===== src/rtl/score_pkg.sv =====
// Shared definitions for the leaderboard reader: default sizes, FSM states
// and the default rank-entry layout.
package score_pkg;

  localparam int unsigned DEF_NUM_PLAYERS = 5;
  localparam int unsigned DEF_SCORE_W     = 7;
  localparam int unsigned DEF_ID_W        = 3;
  localparam int unsigned RANKS           = 3;

  typedef enum logic [2:0] {
    IDLE  = 3'd0,
    SCAN  = 3'd1,
    DRAIN = 3'd2,
    EMIT  = 3'd3,
    DONE  = 3'd4
  } state_t;

  typedef struct packed {
    logic [DEF_ID_W-1:0]    id;
    logic [DEF_SCORE_W-1:0] score;
  } rank_entry_t;

endpackage


===== src/rtl/score_reader_if.sv =====
// Score-store read port, scan request and leaderboard output stream of the
// score reader, bundled with reader-side (master) and environment-side (slave) views.
interface score_reader_if #(
  parameter int unsigned SCORE_W = score_pkg::DEF_SCORE_W,
  parameter int unsigned ID_W    = score_pkg::DEF_ID_W
);

  logic               Start;
  logic               Busy;
  logic               Rd_En;
  logic [ID_W-1:0]    Rd_Addr;
  logic [SCORE_W-1:0] Rd_Data;
  logic               Out_Valid;
  logic               Out_Ready;
  logic [1:0]         Out_Rank;
  logic [ID_W-1:0]    Out_ID;
  logic [SCORE_W-1:0] Out_Score;
  logic               Done;

  modport master (
    input  Start, Rd_Data, Out_Ready,
    output Busy, Rd_En, Rd_Addr, Out_Valid, Out_Rank, Out_ID, Out_Score, Done
  );

  modport slave (
    output Start, Rd_Data, Out_Ready,
    input  Busy, Rd_En, Rd_Addr, Out_Valid, Out_Rank, Out_ID, Out_Score, Done
  );

endinterface


===== src/rtl/score_rank_insert.sv =====
// Combinational top-3 insertion: places a new (ID, score) ahead of the first
// slot that is empty or holds a strictly lower score, shifting the rest down.
module score_rank_insert import score_pkg::*; #(
  parameter type entry_t = rank_entry_t
) (
  input  logic                   en,
  input  entry_t [RANKS-1:0]     cur,
  input  logic   [RANKS-1:0]     cur_used,
  input  entry_t                 new_entry,
  output entry_t [RANKS-1:0]     nxt,
  output logic   [RANKS-1:0]     nxt_used
);

  int unsigned pos;
  logic        found;

  always_comb begin
    nxt      = cur;
    nxt_used = cur_used;
    found    = 1'b0;
    pos      = RANKS;

    // Strict compare: an equal score never displaces the earlier ID.
    for (int unsigned i = 0; i < RANKS; i++) begin
      if (!found && (!cur_used[i] || (new_entry.score > cur[i].score))) begin
        found = 1'b1;
        pos   = i;
      end
    end

    if (en && found) begin
      for (int unsigned i = 1; i < RANKS; i++) begin
        if (i > pos) begin
          nxt[i]      = cur[i-1];
          nxt_used[i] = cur_used[i-1];
        end
      end
      for (int unsigned i = 0; i < RANKS; i++) begin
        if (i == pos) begin
          nxt[i]      = new_entry;
          nxt_used[i] = 1'b1;
        end
      end
    end
  end

endmodule


===== src/rtl/score_reader.sv =====
// Leaderboard reader: scans per-player best scores, keeps a running top-3 and
// streams it out by rank over a valid/ready handshake.
module score_reader import score_pkg::*; #(
  parameter int unsigned NUM_PLAYERS = DEF_NUM_PLAYERS,
  parameter int unsigned SCORE_W     = DEF_SCORE_W,
  parameter int unsigned ID_W        = DEF_ID_W
) (
  input  logic            Clk,
  input  logic            Reset,
  score_reader_if.master  bus
);

  typedef struct packed {
    logic [ID_W-1:0]    id;
    logic [SCORE_W-1:0] score;
  } entry_t;

  localparam logic [ID_W-1:0] LAST_ADDR = ID_W'(NUM_PLAYERS - 1);

  state_t                 state_q, state_d;
  logic   [ID_W-1:0]      addr_q;
  logic   [1:0]           rank_q;
  logic                   pend_q;
  logic   [ID_W-1:0]      pend_id_q;
  entry_t [RANKS-1:0]     top_q, top_d;
  logic   [RANKS-1:0]     used_q, used_d;
  entry_t                 cap;
  logic                   start_acc;
  logic                   accept;

  assign start_acc = (state_q == IDLE) && bus.Start;
  assign accept    = (state_q == EMIT) && bus.Out_Ready;
  assign cap       = {pend_id_q, bus.Rd_Data};

  score_rank_insert #(
    .entry_t (entry_t)
  ) u_insert (
    .en        (pend_q),
    .cur       (top_q),
    .cur_used  (used_q),
    .new_entry (cap),
    .nxt       (top_d),
    .nxt_used  (used_d)
  );

  always_ff @(posedge Clk) begin
    if (!Reset) begin
      state_q   <= IDLE;
      addr_q    <= '0;
      rank_q    <= '0;
      pend_q    <= 1'b0;
      pend_id_q <= '0;
      top_q     <= '0;
      used_q    <= '0;
    end else begin
      state_q   <= state_d;
      // Read data returns one cycle after the strobe; remember which address it belongs to.
      pend_q    <= (state_q == SCAN);
      pend_id_q <= (state_q == SCAN) ? addr_q : '0;
      if (start_acc) begin
        addr_q <= '0;
        rank_q <= '0;
        top_q  <= '0;
        used_q <= '0;
      end else begin
        if (pend_q) begin
          top_q  <= top_d;
          used_q <= used_d;
        end
        if (state_q == SCAN) begin
          addr_q <= (addr_q == LAST_ADDR) ? '0 : addr_q + ID_W'(1);
        end
        if (accept) begin
          rank_q <= (rank_q == 2'd2) ? 2'd0 : rank_q + 2'd1;
        end
      end
    end
  end

  always_comb begin
    state_d = state_q;
    unique case (state_q)
      IDLE:    if (bus.Start) state_d = SCAN;
      SCAN:    if (addr_q == LAST_ADDR) state_d = DRAIN;
      DRAIN:   state_d = EMIT;
      EMIT:    if (bus.Out_Ready && (rank_q == 2'd2)) state_d = DONE;
      DONE:    state_d = IDLE;
      default: state_d = IDLE;
    endcase
  end

  always_comb begin
    bus.Busy      = (state_q != IDLE);
    bus.Rd_En     = (state_q == SCAN);
    bus.Rd_Addr   = addr_q;
    bus.Out_Valid = (state_q == EMIT);
    bus.Done      = (state_q == DONE);
    bus.Out_Rank  = '0;
    bus.Out_ID    = '0;
    bus.Out_Score = '0;
    if (state_q == EMIT) begin
      bus.Out_Rank  = rank_q;
      bus.Out_ID    = top_q[rank_q].id;
      bus.Out_Score = top_q[rank_q].score;
    end
  end

endmodule


===== src/flat_wrapper.sv =====
// flat-port wrapper written by rule: the top's interface ports become plain ports
module score_reader_flat import score_pkg::*;
#(
  parameter int unsigned NUM_PLAYERS = DEF_NUM_PLAYERS,
  parameter int unsigned SCORE_W     = DEF_SCORE_W,
  parameter int unsigned ID_W        = DEF_ID_W
)
  (Clk, Reset, bus_Start, bus_Rd_Data, bus_Out_Ready, bus_Busy, bus_Rd_En, bus_Rd_Addr, bus_Out_Valid, bus_Out_Rank, bus_Out_ID, bus_Out_Score, bus_Done);
  score_reader_if #(.SCORE_W(SCORE_W), .ID_W(ID_W)) bus_i ();
  input  logic Clk;
  input  logic Reset;
  input wire logic [$bits(bus_i.Start)-1:0] bus_Start;
  input wire logic [$bits(bus_i.Rd_Data)-1:0] bus_Rd_Data;
  input wire logic [$bits(bus_i.Out_Ready)-1:0] bus_Out_Ready;
  output wire logic [$bits(bus_i.Busy)-1:0] bus_Busy;
  output wire logic [$bits(bus_i.Rd_En)-1:0] bus_Rd_En;
  output wire logic [$bits(bus_i.Rd_Addr)-1:0] bus_Rd_Addr;
  output wire logic [$bits(bus_i.Out_Valid)-1:0] bus_Out_Valid;
  output wire logic [$bits(bus_i.Out_Rank)-1:0] bus_Out_Rank;
  output wire logic [$bits(bus_i.Out_ID)-1:0] bus_Out_ID;
  output wire logic [$bits(bus_i.Out_Score)-1:0] bus_Out_Score;
  output wire logic [$bits(bus_i.Done)-1:0] bus_Done;
  assign bus_i.Start = bus_Start;
  assign bus_i.Rd_Data = bus_Rd_Data;
  assign bus_i.Out_Ready = bus_Out_Ready;
  assign bus_Busy = bus_i.Busy;
  assign bus_Rd_En = bus_i.Rd_En;
  assign bus_Rd_Addr = bus_i.Rd_Addr;
  assign bus_Out_Valid = bus_i.Out_Valid;
  assign bus_Out_Rank = bus_i.Out_Rank;
  assign bus_Out_ID = bus_i.Out_ID;
  assign bus_Out_Score = bus_i.Out_Score;
  assign bus_Done = bus_i.Done;
  score_reader #(.NUM_PLAYERS(NUM_PLAYERS), .SCORE_W(SCORE_W), .ID_W(ID_W)) u_core (.Clk(Clk), .Reset(Reset), .bus(bus_i));
endmodule

===== config.mk =====
export PLATFORM = sky130hd
export DESIGN_NAME = score_reader_flat
export DESIGN_NICKNAME = d
export VERILOG_FILES = /design/src/rtl/score_pkg.sv /design/src/rtl/score_reader_if.sv /design/src/rtl/score_rank_insert.sv /design/src/rtl/score_reader.sv /design/src/flat_wrapper.sv
export SDC_FILE = /design/constraint.sdc
export NUM_CORES = 1
export LEC_CHECK = 0
export CAP_MARGIN = 20
export CORE_ASPECT_RATIO = 0.7
export CORE_MARGIN = 4
export CORE_UTILIZATION = 57
export CTS_BUF_LIST = sky130_fd_sc_hd__clkbuf_16
export DETAILED_ROUTE_END_ITERATION = 16
export PLACE_DENSITY = 0.8
export SLEW_MARGIN = 20
export SYNTH_ARGS = -nofsm -noshare
export SYNTH_HDL_FRONTEND = slang
export SYNTH_SLANG_ARGS = --single-unit
export TNS_END_PERCENT = 1

===== constraint.sdc =====
create_clock -name Clk -period 3.1 [get_ports Clk]
set_clock_uncertainty 0.1 [all_clocks]
set_input_delay 0.62 -clock Clk [delete_from_list [all_inputs] [get_ports Clk]]
set_output_delay 0.62 -clock Clk [all_outputs]
set_load 0.005 [all_outputs]

==> impl_metrics.ini, run 1 <==
[detailed_routing]
drc = 0
drtAntennaViolNets = 0
drt_iter0_markers = 277
vias_per_cell = 6.25
routed_wl_um = 8720
vias = 2956
dr.pass1.iters = 5
post_drt_wl_per_cell_um = 18.4

[floorplanning]
pin_count = 30
rows = 21
coreArea_um2 = 4940
die_h_um = 68.7
die_area_um2 = 6510
fp.dieW_um = 94.7
start_util = 0.608

[placement]
gp_congestion = 0.963
pre_cts_slack_ns = -0.119
dp.cells = 466
hpwl_um = 6110
numPortBuffers = 29
placed_cell_area_um2 = 3510

[synthesis]
async_flop_share = 0
synth_edf_count = 0
syn_inst = 364
avgSynthCellArea_um2 = 8.25
ys_seq_area_frac = 0.300
synth_top_area_frac = 0.300
syn-num-nets = 398
yosys_warnings = 0
synthDistinctLibCells = 39
synth_top_cell_by_area = dfxtp_1
synth_area_um2 = 3000
ys.flop_type = dfxtp_1
yosys_register_bits = 45
netlist_top_cells_area = dfxtp_1, ha_1, mux2i_1

[final_layout]
nets = 438
final_cell_area_um2 = 3680
diodes = 0
area_growth_pct = 22.7
layout_commonest_cell = dfxtp_1
final_cells = 473
n_fill_cell = 393
drive_above_1_share = 0.144
final_cell_mix = dfxtp_1, nor2_1, inv_1, buf_4, clkdlybuf4s50_1

[critical_path]
crit_start = bus_Rd_Data[6]
start_kind = input port
crit_required_ns = 3.12
r2r-start = u_core.top_q[14]
setup.worst_path.class = in -> reg
cp_max_fo = 21
end_kind = register
crit_arrival_ns = 3.05

[clock_tree]
cts_buffer_depth = 2
root_buffer = clkbuf_16
clk_latency_ns = 0.28
clkTransAtPathRegs_ns = 0.06
post_cts_buffers = 0
numCtsBuffers = 5
cts_sinks = 45
cts_tree = done
htreeDepth = 2
ctsHoldBuffers = 0

[run_status]
status = completed

[power]
peakVddDrop_mv = 0.327
seq_power_share = 0.439
p_leak_nw = 1.31
p_sw_frac = 0.241
powerDensity_nw_per_um2 = 374
pwr-share-clk = 0.429
power.total_mw = 1.38
internal_power_mw = 1.04
combPwrFrac = 0.132
power.switching_mw = 0.332

[timing]
fin_crit_sh = 0.976
max_freq_ghz = 0.330
relSlewSlack = 0.609
hold_viol = 0
final_max_slew_viol_count = 0
setup_slack_ns = 0.0738
setup_violations = 0
fin_setup_tns_ns = 0
period_needed_ns = 3.03
tightest_slew_ns = 0.586

[grt]
grt_pass1_wl_um = 14300
grt_overflow = 0
first_global_vias = 2798
grt_usage = 0.286
antenna_found_initial = 0
grt_max_degree = 46

[min_path]
worstHoldPathType = reg -> reg
hold_start = u_core.top_q[17]

[job]
cap_violations = 0
cell families (layout without fill, tap and decap cells):
kind of cell    count (synthesis)  in the layout  share of synthesized area
compound gates                 89             89                      0.227
xor+xnor                        1              1                    0.00292
fa+ha+maj                      23             23                     0.0959
buf+inv                        63            103                     0.0859
flops                          45             45                      0.300
mux                            23             23                     0.0767
simple gates                  120            120                      0.211
worst paths after layout:
kind / endpoint / slack, ns / depth (start not counted)
max: u_core.top_q[15] / 0.07 / 9
min: u_core.top_q[17] / 0.40 / 2
max reg2reg: u_core.top_q[15] / 0.52 / 8
min reg2reg: u_core.top_q[17] / 0.40 / 2
metrics by stage:
step | util | hold slack [ns]
6_report | 0.746 | 0.398
2_1_floorplan | - | 0.359
3_3_place_gp | 0.711 | 0.376
3_5_place_dp | 0.711 | 0.383
5_1_grt | 0.746 | 0.411
4_1_cts | 0.743 | 0.395
area by class of cell:
type                    count  area, um2  share of cell area
clock inverters             2       35.0             0.00951
well taps                  69       86.3              0.0234
clock buffers               5        125              0.0340
inverters                  34        128              0.0346
multi-input cells         256       1860               0.504
flip-flops and latches     45        901               0.245
repair buffers             62        551               0.149
synthesized netlist by cell type, types with 2 or more instances:
cell type	n
nor2_1	43
dfxtp_1	45
nor3b_1	2
o31ai_1	9
buf_2	5
nand4_1	17
buf_1	2
or4_1	2
or4_4	7
o2111ai_1	3
buf_6	2
nor2b_1	2
inv_1	34
a21oi_1	25
o21ai_0	3
and3_1	3
nand2b_1	10
a41oi_1	2
a221oi_1	10
o21ai_2	2
and2_1	3
o211ai_1	21
mux2i_1	23
nand3b_1	4
a41oi_2	7
ha_1	23
o21a_1	2
clkbuf_1	20
nand2_1	22
or2_1	2
what timing repair did:
item,CTS,global route
endpoints found under the setup margin,0,1
resized for setup,0,2
hold endpoints to repair,0,0
power groups by stage:
| stage | Sequential [mW] | Combinational, mW | Clock, mW |
|---|---|---|---|
| floorplan | 0.612 | 0.103 | 0 |
| global placement | 0.616 | 0.169 | 0 |
| detailed placement | 0.616 | 0.172 | 0 |
| CTS | 0.603 | 0.178 | 0.598 |
| global route | 0.605 | 0.199 | 0.622 |
| finish | 0.604 | 0.182 | 0.591 |
worst max-delay path: stages:
cell	delay, ns
clkdlybuf4s50_1	0.47
buf_4	0.18
ha_1	0.34
nand4_1	0.19
or2_1	0.29
o21a_1	0.14
buf_12	0.16
o21ai_2	0.47
a221oi_1	0.18
layer usage:
metal,up-vias,GRT usage,routed length [um]
met5,-,0,0
met4,0,0.0629,123
met3,21,0.0683,728
met2,129,0.471,3980
met1,1397,0.384,3880
li1,1409,-,-
registers in the layout, summed over array words and instances (netlist names):
register,flops
u_core.top_q,30
u_core.pend_q,1
u_core.rank_q,2
u_core.used_q,3
u_core.state_q,3
u_core.bus.Rd_Addr,3
u_core.pend_id_q,3
No activity file was read; power rests on OpenSTA's default activity.
==> run 2: changes to the inputs <==
Settings changed: SKIP_CTS_REPAIR_TIMING from default to 1.
==> results of run 2 <==
No change in the layout: final DEF, timing and power equal those of run 1.
